<file path="src/rtl/mac_feed_ctrl.sv">
// mac_feed_ctrl
//   Upstream sequencer for the MAC array. It walks every beat of a frame in the order
//   pixel -> output-channel group -> input-channel beat, issuing one read per cycle to
//   the fmap and param buffers. Read-side strobes are then pushed through two delay
//   lines. The first models the buffer read latency and produces the MAC input valid
//   and the accumulator clear. The second models the MAC pipeline and produces the
//   output-valid strobe together with the pixel/group tags of each finished result.
//
// Ports
//   clk, rst        clock and synchronous active-high reset
//   start           one-cycle frame request, only honoured in IDLE
//   busy, done      frame in progress / one-cycle completion pulse
//   fmap_rd_en      fmap buffer read enable; fmap_rd_addr = pixel*DATA_BEATS + beat
//   param_rd_en     param buffer read enable; param_rd_addr = group*DATA_BEATS + beat
//   mac_in_valid    MAC data/param input valid
//   mac_adder_rst   MAC accumulator clear, coincides with beat 0 at the MAC input
//   mac_out_valid   MAC output holds a finished result
//   out_pixel       pixel tag of the finished result
//   out_group       group tag of the finished result
module mac_feed_ctrl #(
    parameter int DATA_BEATS  = 4,
    parameter int OC_GROUPS   = 5,
    parameter int PIXELS      = 1024,
    parameter int RD_LAT      = 1,
    parameter int MAC_LATENCY = 10,
    parameter int FMAP_AW     = 12,
    parameter int PARAM_AW    = 5
) (
    input  logic                clk,
    input  logic                rst,
    input  logic                start,
    output logic                busy,
    output logic                done,
    output logic                fmap_rd_en,
    output logic [FMAP_AW-1:0]  fmap_rd_addr,
    output logic                param_rd_en,
    output logic [PARAM_AW-1:0] param_rd_addr,
    output logic                mac_in_valid,
    output logic                mac_adder_rst,
    output logic                mac_out_valid,
    output logic [15:0]         out_pixel,
    output logic [7:0]          out_group
);

    localparam int BEAT_W  = (DATA_BEATS > 1) ? $clog2(DATA_BEATS) : 1;
    localparam int GRP_W   = (OC_GROUPS > 1) ? $clog2(OC_GROUPS) : 1;
    localparam int PIX_W   = (PIXELS > 1) ? $clog2(PIXELS) : 1;
    localparam int DRAIN_W = $clog2(RD_LAT + MAC_LATENCY + 1);

    localparam logic [BEAT_W-1:0]   LAST_BEAT  = BEAT_W'(DATA_BEATS - 1);
    localparam logic [GRP_W-1:0]    LAST_GRP   = GRP_W'(OC_GROUPS - 1);
    localparam logic [PIX_W-1:0]    LAST_PIX   = PIX_W'(PIXELS - 1);
    localparam logic [DRAIN_W-1:0]  DRAIN_LAST = DRAIN_W'(RD_LAT + MAC_LATENCY - 1);
    localparam logic [FMAP_AW-1:0]  DB_F       = FMAP_AW'(DATA_BEATS);
    localparam logic [PARAM_AW-1:0] DB_P       = PARAM_AW'(DATA_BEATS);

    typedef enum logic [1:0] {IDLE, RUN, DRAIN} state_t;

    state_t              state;
    logic [BEAT_W-1:0]   beat, nxt_beat;
    logic [GRP_W-1:0]    grp, nxt_grp;
    logic [PIX_W-1:0]    pix, nxt_pix;
    logic                frame_last;
    logic [DRAIN_W-1:0]  drain_cnt;
    logic                rd_en;
    logic                iss_first;
    logic                iss_last;

    // Read-latency delay line: valid, beat-0 flag, last-beat flag and tags.
    logic                rl_valid [RD_LAT];
    logic                rl_first [RD_LAT];
    logic                rl_last  [RD_LAT];
    logic [PIX_W-1:0]    rl_pix   [RD_LAT];
    logic [GRP_W-1:0]    rl_grp   [RD_LAT];

    // MAC-latency delay line: only results (last beats) travel as valid.
    logic                ml_valid [MAC_LATENCY];
    logic [PIX_W-1:0]    ml_pix   [MAC_LATENCY];
    logic [GRP_W-1:0]    ml_grp   [MAC_LATENCY];

    // The counters hold the beat currently being issued; this works out the one after
    // it, so the registered addresses can be loaded in the same cycle the counters step.
    always_comb begin
        nxt_beat = beat;
        nxt_grp  = grp;
        nxt_pix  = pix;
        if (beat == LAST_BEAT) begin
            nxt_beat = '0;
            if (grp == LAST_GRP) begin
                nxt_grp = '0;
                nxt_pix = pix + PIX_W'(1);
            end else begin
                nxt_grp = grp + GRP_W'(1);
            end
        end else begin
            nxt_beat = beat + BEAT_W'(1);
        end
        frame_last = (beat == LAST_BEAT) && (grp == LAST_GRP) && (pix == LAST_PIX);
    end

    // Frame sequencer. Addresses are registered and only change while a beat is
    // issued, so they hold their last value through DRAIN and IDLE. DRAIN simply
    // counts out the two delay lines, which have no back-pressure and a fixed depth.
    always_ff @(posedge clk) begin
        if (rst) begin
            state         <= IDLE;
            beat          <= '0;
            grp           <= '0;
            pix           <= '0;
            drain_cnt     <= '0;
            rd_en         <= 1'b0;
            iss_first     <= 1'b0;
            iss_last      <= 1'b0;
            fmap_rd_addr  <= '0;
            param_rd_addr <= '0;
            done          <= 1'b0;
        end else begin
            done <= 1'b0;
            case (state)
                IDLE: begin
                    if (start) begin
                        state         <= RUN;
                        beat          <= '0;
                        grp           <= '0;
                        pix           <= '0;
                        rd_en         <= 1'b1;
                        iss_first     <= 1'b1;
                        iss_last      <= (DATA_BEATS == 1);
                        fmap_rd_addr  <= '0;
                        param_rd_addr <= '0;
                    end
                end
                RUN: begin
                    if (frame_last) begin
                        state     <= DRAIN;
                        drain_cnt <= '0;
                        rd_en     <= 1'b0;
                        iss_first <= 1'b0;
                        iss_last  <= 1'b0;
                    end else begin
                        beat          <= nxt_beat;
                        grp           <= nxt_grp;
                        pix           <= nxt_pix;
                        iss_first     <= (nxt_beat == '0);
                        iss_last      <= (nxt_beat == LAST_BEAT);
                        fmap_rd_addr  <= FMAP_AW'(nxt_pix) * DB_F + FMAP_AW'(nxt_beat);
                        param_rd_addr <= PARAM_AW'(nxt_grp) * DB_P + PARAM_AW'(nxt_beat);
                    end
                end
                DRAIN: begin
                    if (drain_cnt == DRAIN_LAST) begin
                        state <= IDLE;
                        done  <= 1'b1;
                    end else begin
                        drain_cnt <= drain_cnt + DRAIN_W'(1);
                    end
                end
                default: state <= IDLE;
            endcase
        end
    end

    // Both delay lines as plain shift registers. Stage 0 of the read line captures the
    // issue-side strobes; stage 0 of the MAC line captures results entering the MAC.
    always_ff @(posedge clk) begin
        if (rst) begin
            for (int k = 0; k < RD_LAT; k++) begin
                rl_valid[k] <= 1'b0;
                rl_first[k] <= 1'b0;
                rl_last[k]  <= 1'b0;
                rl_pix[k]   <= '0;
                rl_grp[k]   <= '0;
            end
            for (int k = 0; k < MAC_LATENCY; k++) begin
                ml_valid[k] <= 1'b0;
                ml_pix[k]   <= '0;
                ml_grp[k]   <= '0;
            end
        end else begin
            rl_valid[0] <= rd_en;
            rl_first[0] <= rd_en && iss_first;
            rl_last[0]  <= rd_en && iss_last;
            rl_pix[0]   <= pix;
            rl_grp[0]   <= grp;
            for (int k = 1; k < RD_LAT; k++) begin
                rl_valid[k] <= rl_valid[k-1];
                rl_first[k] <= rl_first[k-1];
                rl_last[k]  <= rl_last[k-1];
                rl_pix[k]   <= rl_pix[k-1];
                rl_grp[k]   <= rl_grp[k-1];
            end
            ml_valid[0] <= rl_valid[RD_LAT-1] && rl_last[RD_LAT-1];
            ml_pix[0]   <= rl_pix[RD_LAT-1];
            ml_grp[0]   <= rl_grp[RD_LAT-1];
            for (int k = 1; k < MAC_LATENCY; k++) begin
                ml_valid[k] <= ml_valid[k-1];
                ml_pix[k]   <= ml_pix[k-1];
                ml_grp[k]   <= ml_grp[k-1];
            end
        end
    end

    assign busy          = (state != IDLE);
    assign fmap_rd_en    = rd_en;
    assign param_rd_en   = rd_en;
    assign mac_in_valid  = rl_valid[RD_LAT-1];
    assign mac_adder_rst = rl_first[RD_LAT-1];
    assign mac_out_valid = ml_valid[MAC_LATENCY-1];
    assign out_pixel     = 16'(ml_pix[MAC_LATENCY-1]);
    assign out_group     = 8'(ml_grp[MAC_LATENCY-1]);

endmodule

</file>
<file path="config.mk">
export PLATFORM = sky130hd
export DESIGN_NAME = mac_feed_ctrl
export DESIGN_NICKNAME = d
export VERILOG_FILES = /design/src/rtl/mac_feed_ctrl.sv
export SDC_FILE = /design/constraint.sdc
export NUM_CORES = 1
export LEC_CHECK = 0
export BUFFER_PORTS_ARGS = -buffer_cell sky130_fd_sc_hd__buf_2
export CORE_ASPECT_RATIO = 1.5
export CORE_UTILIZATION = 45
export DETAILED_ROUTE_END_ITERATION = 10
export GPL_TIMING_DRIVEN = 0
export HOLD_SLACK_MARGIN = 0.12
export SLEW_MARGIN = 20
export SYNTH_ARGS = -nofsm -noshare
export SYNTH_HDL_FRONTEND = slang
export SYNTH_SLANG_ARGS = --single-unit
</file>
<file path="constraint.sdc">
create_clock -name clk -period 2.5 [get_ports clk]
set_input_delay 0.125 -clock clk [delete_from_list [all_inputs] [get_ports clk]]
set_output_delay 0.125 -clock clk [all_outputs]
set_load 0.05 [all_outputs]
</file>
==> results.cfg <==
[outcome]
status = complete, no violations

[routing]
postRouteAntennaNets = 0
first_pass_iters = 4
drtIter0Drc = 65
drt-total-wl_um = 8790
drcViolationCount = 0
vias_per_cell = 4.60
avgRoutedWirePerCell_um = 11.8
dr_total_vias = 3421

[timing]
fin_crit_sh_pct = 82.0
max-slew-margin-rel_pct = 52.4
setup_ws_ps = 451
hold_viol = 0
drv_slew = 0
fin_worst_skew_ps = 13.6
rsz0062_at_grt = no
setup_viol = 0
timing_worst_slew_pin_value_ps = 713
post-route-min-period_ps = 2050
finalSetupTns_ps = 0
fmax_mhz = 488

[yosys]
ys_types = 52
yosysSeqAreaShare_pct = 63.0
synth.most_common_cell = dfxtp_1
synth_top_flop_cell = dfxtp_1
synth_top_area_cell = dfxtp_1
synth_edf_count = 0
synth-seq-cells = 181
yosysWarnings = 0
syn-instance-count = 510
synth_common_cells = 181 x dfxtp_1, 150 x nor2b_1, 27 x buf_4
synth_top_cells_by_area = dfxtp_1 63%, nor2b_1 16%, buf_4 3.5%
avgSynthCellArea_um2 = 11.3
syn_area_mm2 = 0.00575
synth_top_cell_area_share_pct = 63.0
async_flop_share_pct = 0

[die]
die-area_mm2 = 0.0132
start_util_pct = 46.2
io_pins = 51
rows = 50
die_height_um = 140
design.core.area_mm2 = 0.0124
die_w_um = 94.3

[clocking]
cts_tree = yes
cts_setup_buffers = 0
cts_resized = 0
numCtsBuffers = 17
clk_transition_reported_paths_ps = 60
insertion_delay_ps = 420
cts_buffer_depth = 2
numClockSinks = 181
htreeDepth = 4
cts_root_buffer = clkbuf_16

[placed_design]
portBuffers = 39
hpwl_um = 6150
gp_congestion = 0.794
preCtsSetupSlack_ps = 425
placed_cell_area_mm2 = 0.00618

[worst_setup_path]
cp-start-kind = flop
crit_path_top_delay_cell = dfxtp_1
critPathMaxFanout = 8
crit_arrival_ps = 2340
cpPeakStageDelay_ps = 440
rr_startpoint = fmap_rd_addr[0]
path_delay_family = simple AND/OR/NAND/NOR gates
required_ps = 2790
crit_path_start = fmap_rd_addr[0]
end_kind = flop
cp_cell_sequence = ha_1, clkbuf_2, nand3_2, nor4_4, a211oi_1, a211o_1
crit_buf_inv = 1
critPathKind = reg2reg

[layout]
drive_above_1_share_pct = 18.2
fin_area_mm2 = 0.00671
utilization_pct = 53.9
nets = 589
syn_to_final_growth_pct = 16.7
num_antenna_cells = 0

[power_and_ir_drop]
power_density_mw_per_mm2 = 817
p_total_w = 0.00548
peakVddDrop_uv = 467
power.leakage_nw = 2.79

[flow_run]
drv_cap = 0

[global_route]
grt_pass1_vias = 3282
grt-ovfl-total = 0
antenna_found_initial = 0
grt_max_degree = 17
grt_usage_pct = 14.8
grt_pass1_wl_um = 14900

[hold_path]
holdCritStartpoint = start
hp-class = in2reg
registers in the layout (all words and copies together) (netlist names):
name / cells
ml_pix: 100
ml_grp: 30
fmap_rd_addr: 12
ml_valid: 10
rl_pix: 10
drain_cnt: 4
param_rd_addr: 3
rl_grp: 3
state: 2
done: 1
fmap_rd_en: 1
iss_first: 1
iss_last: 1
rl_first: 1
rl_last: 1
rl_valid: 1
layout by cell type (no fill, tap or decap), types with 8 or more instances in the layout:
master,count
a21oi_1,14
nor2_1,14
clkbuf_1,23
conb_1,11
clkbuf_16,17
dfxtp_1,181
nor2b_1,150
buf_2,41
buf_4,27
nand3_1,8
nand2_1,9
tightest hold or removal path: cells and delay by family:
family	cells	cell delay (ps)
AOI/OAI and AO/OA	2	310
buffers and inverters	1	130
per-stage QoR:
step,std cells,hold WS [ps]
2_1_floorplan,520,343
3_3_place_gp,715,401
3_5_place_dp,715,416
4_1_cts,744,194
5_1_grt,744,218
6_report,744,211
layer usage:
layer | global-route usage [%] | share of wire (%)
met1 | 14.9 | 40
met2 | 27.3 | 55
met3 | 5.05 | 3.6
met4 | 5.75 | 1.3
met5 | 0 | 0
cell type report:
class                   count  area [um2]
clock buffers              23         468
multi-input cells         283        1850
repair buffers             40         205
inverters                   7        26.3
well taps                 156         195
plain buffers              49         289
flip-flops and latches    181        3620
clock inverters             5        53.8
fillers                  1123        5740
kinds of logic (layout without fill, tap and decap cells):
logic type                 count (synthesis)  count (layout)  synth area share [%]
and+or+nand+nor                          224             224                  24.9
DFF                                      181             181                  63.0
buffers and inverters                     56             124                  5.48
AOI/OAI and AO/OA                         40              40                  4.85
adders and majority gates                  7               7                  1.52
other                                      1              11                0.0652
muxes                                      1               1                 0.174
report_power, final:
group          leakage, nW  internal, W  switching, W  total [W]
clock network        0.259      0.00140      0.000977    0.00238
registers             1.46      0.00289    0.00000685    0.00290
logic                 1.08    0.0000482      0.000159   0.000207
repair_timing:
item,in CTS,in global routing
endpoints found under the setup margin,0,0
hold endpoints to repair,1,0
hold buffers,1,0
path summary, 6_finish.rpt:
kind / to / slack, ps / cells after the start
hold reg to reg: ml_valid[0][0] / 420 / 2
hold / removal: state[0] / 210 / 3
setup / recovery: drain_cnt[2] / 450 / 6
setup reg to reg: drain_cnt[2] / 450 / 6
Note: power is estimated with default switching activity, not from simulation.
